<file path="src/rtl/cpu_pkg.sv">
// Shared CPU decode constants and the mul/div sequencer state encoding.
package cpu_pkg;

  localparam logic [4:0] OP_RTYPE    = 5'b00000;
  localparam logic [4:0] ALU_MUL     = 5'b00110;
  localparam logic [4:0] ALU_DIV     = 5'b00111;
  localparam logic [4:0] REG_RSTATUS = 5'd30;

  typedef enum logic [1:0] {
    MD_IDLE  = 2'd0,
    MD_ISSUE = 2'd1,
    MD_WAIT  = 2'd2,
    MD_DONE  = 2'd3
  } md_state_t;

endpackage

</file>
<file path="src/rtl/md_cycle_counter.sv">
// Saturating cycle counter with synchronous clear and a terminal-count flag.
module md_cycle_counter #(
  parameter int unsigned WIDTH    = 7,
  parameter int unsigned TERMINAL = 39
) (
  input  logic clock,
  input  logic reset,
  input  logic clear,
  input  logic enable,
  output logic tc
);

  logic [WIDTH-1:0] count_q, count_d;

  always_comb begin
    count_d = count_q;
    if (clear) begin
      count_d = '0;
    end else if (enable && (count_q != '1)) begin
      count_d = count_q + 1'b1;
    end
  end

  always_ff @(posedge clock) begin
    if (!reset) begin
      count_q <= '0;
    end else begin
      count_q <= count_d;
    end
  end

  assign tc = (count_q == WIDTH'(TERMINAL));

endmodule

</file>
<file path="src/rtl/multdiv_controller.sv">
// Execute-stage sequencer for the shared multi-cycle multiplier/divider.
module multdiv_controller
  import cpu_pkg::*;
#(
  parameter int unsigned TIMEOUT_CYCLES = 40,
  parameter logic [31:0] MUL_EXC_CODE   = 32'd1,
  parameter logic [31:0] DIV_EXC_CODE   = 32'd2,
  parameter logic [31:0] TMO_EXC_CODE   = 32'd3
) (
  input  logic        clock,
  input  logic        reset,
  input  logic        valid_x,
  input  logic [4:0]  opcode_x,
  input  logic [4:0]  alu_op_x,
  input  logic [4:0]  rd_x,
  input  logic [31:0] operand_a,
  input  logic [31:0] operand_b,
  input  logic        flush,
  output logic        md_ctrl_mult,
  output logic        md_ctrl_div,
  output logic [31:0] md_a,
  output logic [31:0] md_b,
  input  logic [31:0] md_result,
  input  logic        md_exception,
  input  logic        md_result_rdy,
  output logic        stall,
  output logic        wb_valid,
  output logic [4:0]  wb_rd,
  output logic [31:0] wb_data,
  output logic        timeout_err
);

  localparam int unsigned CNT_W = $clog2(TIMEOUT_CYCLES) + 1;

  md_state_t   state_q, state_d;
  logic [31:0] a_q, a_d, b_q, b_d, result_q, result_d;
  logic [4:0]  rd_q, rd_d;
  logic        div_q, div_d, exc_q, exc_d, tmo_q, tmo_d;
  logic        start, cnt_clear, cnt_en, cnt_tc;

  md_cycle_counter #(
    .WIDTH    (CNT_W),
    .TERMINAL (TIMEOUT_CYCLES - 1)
  ) u_cnt (
    .clock  (clock),
    .reset  (reset),
    .clear  (cnt_clear),
    .enable (cnt_en),
    .tc     (cnt_tc)
  );

  assign start = valid_x && (opcode_x == OP_RTYPE) &&
                 ((alu_op_x == ALU_MUL) || (alu_op_x == ALU_DIV)) &&
                 !flush && (state_q == MD_IDLE);

  always_comb begin
    state_d      = state_q;
    a_d          = a_q;
    b_d          = b_q;
    rd_d         = rd_q;
    div_d        = div_q;
    result_d     = result_q;
    exc_d        = exc_q;
    tmo_d        = tmo_q;
    cnt_clear    = 1'b0;
    cnt_en       = 1'b0;
    stall        = 1'b0;
    md_ctrl_mult = 1'b0;
    md_ctrl_div  = 1'b0;
    wb_valid     = 1'b0;
    wb_rd        = '0;
    wb_data      = '0;
    timeout_err  = 1'b0;
    unique case (state_q)
      MD_IDLE: begin
        if (start) begin
          stall   = 1'b1;
          a_d     = operand_a;
          b_d     = operand_b;
          rd_d    = rd_x;
          div_d   = (alu_op_x == ALU_DIV);
          state_d = MD_ISSUE;
        end
      end
      MD_ISSUE: begin
        stall        = 1'b1;
        md_ctrl_mult = !div_q;
        md_ctrl_div  = div_q;
        cnt_clear    = 1'b1;
        state_d      = flush ? MD_IDLE : MD_WAIT;
      end
      MD_WAIT: begin
        stall  = 1'b1;
        cnt_en = 1'b1;
        // Flush outranks a same-cycle rdy; rdy outranks the timeout.
        if (flush) begin
          state_d = MD_IDLE;
        end else if (md_result_rdy) begin
          result_d = md_result;
          exc_d    = md_exception;
          tmo_d    = 1'b0;
          state_d  = MD_DONE;
        end else if (cnt_tc) begin
          exc_d   = 1'b0;
          tmo_d   = 1'b1;
          state_d = MD_DONE;
        end
      end
      MD_DONE: begin
        wb_valid    = !flush;
        timeout_err = tmo_q && !flush;
        if (tmo_q) begin
          wb_rd   = REG_RSTATUS;
          wb_data = TMO_EXC_CODE;
        end else if (exc_q) begin
          wb_rd   = REG_RSTATUS;
          wb_data = div_q ? DIV_EXC_CODE : MUL_EXC_CODE;
        end else begin
          wb_rd   = rd_q;
          wb_data = result_q;
        end
        state_d = MD_IDLE;
      end
      default: state_d = MD_IDLE;
    endcase
  end

  always_ff @(posedge clock) begin
    if (!reset) begin
      state_q  <= MD_IDLE;
      a_q      <= '0;
      b_q      <= '0;
      rd_q     <= '0;
      div_q    <= 1'b0;
      result_q <= '0;
      exc_q    <= 1'b0;
      tmo_q    <= 1'b0;
    end else begin
      state_q  <= state_d;
      a_q      <= a_d;
      b_q      <= b_d;
      rd_q     <= rd_d;
      div_q    <= div_d;
      result_q <= result_d;
      exc_q    <= exc_d;
      tmo_q    <= tmo_d;
    end
  end

  assign md_a = a_q;
  assign md_b = b_q;

endmodule
</file>
<file path="config.mk">
export PLATFORM = sky130hd
export DESIGN_NAME = multdiv_controller
export DESIGN_NICKNAME = d
export VERILOG_FILES = /design/src/rtl/cpu_pkg.sv /design/src/rtl/md_cycle_counter.sv /design/src/rtl/multdiv_controller.sv
export SDC_FILE = /design/constraint.sdc
export NUM_CORES = 1
export LEC_CHECK = 0
export CORE_MARGIN = 10
export CORE_UTILIZATION = 37
export DETAILED_ROUTE_END_ITERATION = 10
export PLACE_DENSITY = 0.8
export SLEW_MARGIN = 20
export SYNTH_ARGS = -nofsm -noshare
export SYNTH_HDL_FRONTEND = slang
export SYNTH_SLANG_ARGS = --single-unit
</file>
<file path="constraint.sdc">
create_clock -name clock -period 1.5 [get_ports clock]
set_input_delay 0.15 -clock clock [delete_from_list [all_inputs] [get_ports clock]]
set_output_delay 0.15 -clock clock [all_outputs]
set_load 0.005 [all_outputs]
</file>
After elaboration in Yosys (flattened, before gate mapping). Index checks and enable logic that the tools add are counted.

$add $sub $neg: 1. Equality and inequality tests: 9. Multiplexer cells: 25. Bitwise logic cells: 2. Reduce and logical (&&, ||, !) cells: 18.

Operator list (number): 2-to-1 mux 32 bit (3); 2-to-1 mux 5 bit (3); 2-to-1 mux 2 bit (6); 2-to-1 mux 1 bit (11); == test 5 x 3 -> 1 bit (second input constant) (2); one-hot mux 2 bit (4 select lines) (1); adder 7 x 1 -> 7 bit (second input constant) (1); == test 7 x 6 -> 1 bit (second input constant) (1); inequality test 7 bit (second input constant) (1); logical AND 1 bit (6); AND reduction 3 bit (2); logical NOT 5 bit (1); == test 2 bit (second input constant) (2); inequality test 4 bit (second input constant) (1); AND reduction 2 bit (2); OR reduction 2 bit (2); == test 2 x 1 -> 1 bit (second input constant) (1); logical NOT 1 bit (2); logical NOT 2 bit (1); inequality test 2 bit (second input constant) (1); NOT 1 bit (2); one-hot mux 1 bit (2 select lines) (1); nonzero test 2 bit (1); logical OR 1 bit (1).

Register bits: 113. Bits of input ports: 117. Output and inout bits: 106. Word-level logic and storage cells: 64.

Depth between registers and ports, before layout.
Depth after elaboration: 7. Depth in mapped cells: 8. Mapped depth without buffers: 6.

Cells and area by module. A second synthesis with hierarchy kept.

Cells, all modules: 570. Area total of the unflattened synthesis: 5051.1 µm².

By module, submodules not included: multdiv_controller (instances 1, cells each 532, area an instance 4690.7 µm², seq. area each 2122.0 µm²); md_cycle_counter (instances 1, cells each 38, area an instance 360.3 µm², seq. area each 140.1 µm²).

Worst setup path before layout. No wires, ideal clock.

Path kind: register to register. Start: register state_q[0]. End: register result_q[14]. Library setup time: 0.122 ns. Arrival: 1.436 ns. Setup slack: -0.058 ns. Cell stages (with the launch flop): 9. Buffers on the path: 2. Cells stage by stage: dfxtp_1 > inv_1 > ha_1 > and2b_1 > and2_1 > buf_4 > buf_4 > nand2_1 > a21boi_0.

Longest elaborated chain between the ends: 2.

RTL lines: start, declared (line multdiv_controller.sv:35) `md_state_t state_q, state_d;`; start signal, assigned (line multdiv_controller.sv:139) `state_q <= state_d;`; == test 2 bit (line multdiv_controller.sv:74) `unique case (state_q)`; AND reduction 3 bit (no source line); end signal, assigned (line multdiv_controller.sv:144) `result_q <= result_d;`; end, declared (line multdiv_controller.sv:36) `logic [31:0] a_q, a_d, b_q, b_d, result_q, result_d;`.

No other way between the ends. A chain may end at the register's enable or synchronous reset.

Worst setup path after layout.
Start: register state_q[0]. End: register result_q[3].

Same word-level chain as after synthesis.

==> flow_metrics.py <==
metrics = {
    "placed_design": {
        "gp_congestion": 0.831,
        "numPortBuffers": 222,
        "place.detailed.hpwl_mm": 12.0,
    },
    "power": {
        "p_leak_uw": 0.00384,
        "p_clk_share_pct": 53.0,
        "power.switching_uw": 1590,
        "cellPowerDensity_nw_per_um2": 792,
        "pwr-share-seq_pct": 39.6,
        "ir_drop_v": 0.000718,
        "power.internal_uw": 6010,
        "switching_share_pct": 20.9,
        "pwr-share-comb_pct": 7.4,
    },
    "sta": {
        "fin_skew_ps": 5.28,
        "period_minus_slack_ps": 1810,
        "fin_crit_sh_pct": 121,
        "holdWs_ps": 141,
        "hold_violations": 0,
        "tightest_slew_ps": 389,
        "relSlewSlack_pct": 74.0,
        "setup_violations": 143,
        "fmax_ghz": 0.553,
        "slew_viol_final": 0,
        "setup_ws_ps": -309,
        "rsz0062_at_grt": "true",
    },
    "yosys": {
        "ys_types": 37,
        "synth.cell_area_um2": 4630,
        "synth.ff_latch_count": 113,
        "synthTopCellsByArea": "dfxtp_1 (49%), nand2_1 (11%), nand3_1 (8.2%)",
        "synth_top_cell_by_area": "dfxtp_1",
        "yosys_warnings": 0,
        "synthCells": 578,
        "synth_top_area_share_pct": 48.8,
        "yosysSeqAreaShare_pct": 48.8,
        "synth_nets": 700,
        "syn_avg_cell_area_um2": 8.02,
    },
    "job": {
        "maxCapViolCount": 0,
    },
    "floorplanning": {
        "core-area_um2": 12200,
        "ioPinCount": 223,
        "rows": 40,
        "chipWidth_um": 132,
        "die-height_um": 132,
        "start_util_pct": 38.1,
        "fp.dieArea_um2": 17400,
    },
    "min_path": {
        "holdPathStages": 3,
        "hold_class": "input port to flop",
    },
    "clock_network": {
        "cts.path.max_buffers": 2,
        "cts_made_buffers": 17,
        "clock_sinks": 113,
        "clockRootBuffer": "clkbuf_16",
        "htree_levels": 4,
        "clock_latency_ps": 410,
        "clkSlewWorstSetupHoldPaths_ps": 50,
        "cts_tree": "done",
    },
    "setup_path": {
        "cp_max_fo": 5,
        "critical_path.startpoint": "state_q[0]$_SDFFE_PN0P_",
        "criticalPathCategory": "flop to flop",
        "endpoint": "result_q[3]$_SDFFE_PN0P_",
        "rr_worst_depth": 11,
        "arrival_ps": 2100,
        "rr_endpoint": "result_q[3]$_SDFFE_PN0P_",
        "cp-start-kind": "flop",
        "endpoint_kind": "flop",
        "regToRegSetupSlack_ps": -310,
        "r2r_start": "state_q[0]$_SDFFE_PN0P_",
        "required_ps": 1800,
    },
    "drt": {
        "drc": 0,
        "first_pass_iters": 4,
        "final_antenna_net_count": 0,
        "routed_wl_mm": 22.3,
        "drtIter0Drc": 342,
        "wire_per_inst_um": 21.5,
        "vias": 5434,
        "viasPerCell": 5.25,
    },
    "global_routing": {
        "grt.met1_usage_pct": 24.2,
        "top_usage_layer": "met2",
        "grt_pass1_wl_mm": 32.0,
        "grt_use_met3_pct": 9.95,
        "groute.usage.overall_pct": 23.2,
        "grt_pass1_vias": 5704,
        "antenna_found_initial": 2,
        "grt-ovfl-total": 0,
        "grt_start_max_net_pins": 59,
        "met2_usage_pct": 38.7,
    },
    "run_status": {
        "status": "finished with violations",
        "violations": "setup timing",
    },
    "cells_and_area": {
        "drive_above_1_share_pct": 39.1,
        "final_core_util_pct": 78.8,
        "area_growth_pct": 107,
        "n_fill_cell": 749,
        "final_nets": 977,
    },
}
[layer usage]
layer  up-vias  part of all wire, %
met5         -                    0
met4         0                  3.5
met3        51                   10
met2       273                   49
met1      2603                   37
li1       2507                    -
[through the flow]
| stage | setup TNS (ps) | instance area (um2) | worst slack, ps | std cells | total power (uW) |
|---|---|---|---|---|---|
| after floorplan | 0 | 4650 | 0.951 | 578 | 3200 |
| after global placement | -32590 | 7220 | -479 | 953 | 3560 |
| after detailed placement | -37060 | 7220 | -511 | 953 | 3570 |
| after CTS | -29790 | 9200 | -387 | 1031 | 7580 |
| after global routing | -34540 | 9590 | -363 | 1034 | 7810 |
| final | -27540 | 9590 | -309 | 1035 | 7600 |
[synthesized netlist by cell type]
master     number
nand2_1       141
dfxtp_1       113
nand3_1        76
o21ai_1        71
and2_1         35
a21boi_0       23
clkbuf_1       20
buf_2          14
nor2_1         12
a21boi_1       11
nor3_1          9
buf_1           7
inv_1           7
ha_1            5
a21oi_1         4
buf_4           4
a31oi_1         3
nand2b_1        2
nand4_1         2
nor2b_1         2
a2111oi_2       1
and2b_1         1
and4bb_2        1
buf_6           1
mux2i_1         1
nand2_2         1
nand4_2         1
nor4b_2         1
nor4b_4         1
o211ai_1        1
o21a_1          1
o21ai_0         1
o21bai_1        1
o221a_2         1
o22ai_1         1
o31a_1          1
xor2_1          1
[worst max-delay path: stages, from the launching register on]
cell and delay (ps):
dfxtp_2 350, buf_4 110, buf_6 100, inv_4 40
buf_6 110, ha_4 160, and2b_2 230, and2_4 190
buf_4 140, buf_12 130, nand2_1 60, a21boi_1 70
[cell families after synthesis]
logic type / synth area share (%)
simple gates: 28.8
compound gates: 15.5
flops: 48.8
buf+inv: 5.16
fa+ha+maj: 1.35
xor+xnor: 0.189
mux: 0.216
[power groups by stage]
stage               registers, uW  clock network, uW  logic (uW)
floorplan                    3070                  0         131
global placement             3070                  0         489
detailed placement           3070                  0         498
CTS                          3010               4040         529
global route                 3000               4210         596
finish                       3010               4030         562
[layout by cell type, fill, tap and decap left out, types with 4 or more instances in the layout]
| cell type | n |
|---|---|
| clkinv_2 | 4 |
| nor2_1 | 9 |
| o21ai_1 | 6 |
| nand2_1 | 126 |
| dlymetal6s2s_1 | 8 |
| clkdlybuf4s50_1 | 171 |
| o21ai_4 | 4 |
| buf_12 | 17 |
| buf_4 | 24 |
| buf_16 | 20 |
| dfxtp_2 | 6 |
| a21boi_1 | 30 |
| o21ai_2 | 62 |
| clkbuf_16 | 20 |
| nand3_1 | 43 |
| and2_4 | 32 |
| nand2_2 | 14 |
| buf_2 | 10 |
| buf_6 | 46 |
| nor3_1 | 5 |
| dfxtp_1 | 106 |
| nand3_2 | 30 |
[worst min-delay path by stage]
| stage | startpoint | to | slack, ps |
|---|---|---|---|
| global placement | result_q[10]$_SDFFE_PN0P_ | result_q[10]$_SDFFE_PN0P_ | 440 |
| detailed placement | result_q[12]$_SDFFE_PN0P_ | result_q[12]$_SDFFE_PN0P_ | 440 |
| finish | reset | tmo_q$_SDFFE_PN0P_ | 140 |
| global route | reset | tmo_q$_SDFFE_PN0P_ | 140 |
| floorplan | operand_a[0] | md_a[0]$_SDFFE_PN0P_ | 280 |
| CTS | reset | tmo_q$_SDFFE_PN0P_ | 120 |
[sequential cells by signal, indices dropped and copies added (netlist names), 2 cells and up]
name and count:
result_q 32, md_b 32, state_q 2, rd_q 5, u_cnt.count_q 7, md_a 32
[cell type report]
cell class | instances | area (um2) | share of cell area [%]
timing repair buffer | 304 | 3610 | 37.6
multi-input combinational | 412 | 2880 | 30.1
sequential | 113 | 2270 | 23.7
clock buffer | 22 | 464 | 4.84
tap | 168 | 210 | 2.19
clock inverter | 7 | 110 | 1.15
inverter | 7 | 33.8 | 0.352
antenna | 2 | 5.00 | 0.0522
[repair_timing]
action,4_1_cts,5_1_grt
endpoints found under the hold margin,0,0
endpoints found under the setup margin,153,155
hold buffers,0,0
pin swaps,93,35
cloned,25,5
setup buffers,25,7
gates resized for setup,349,131
(Power assumes the default switching activity.)
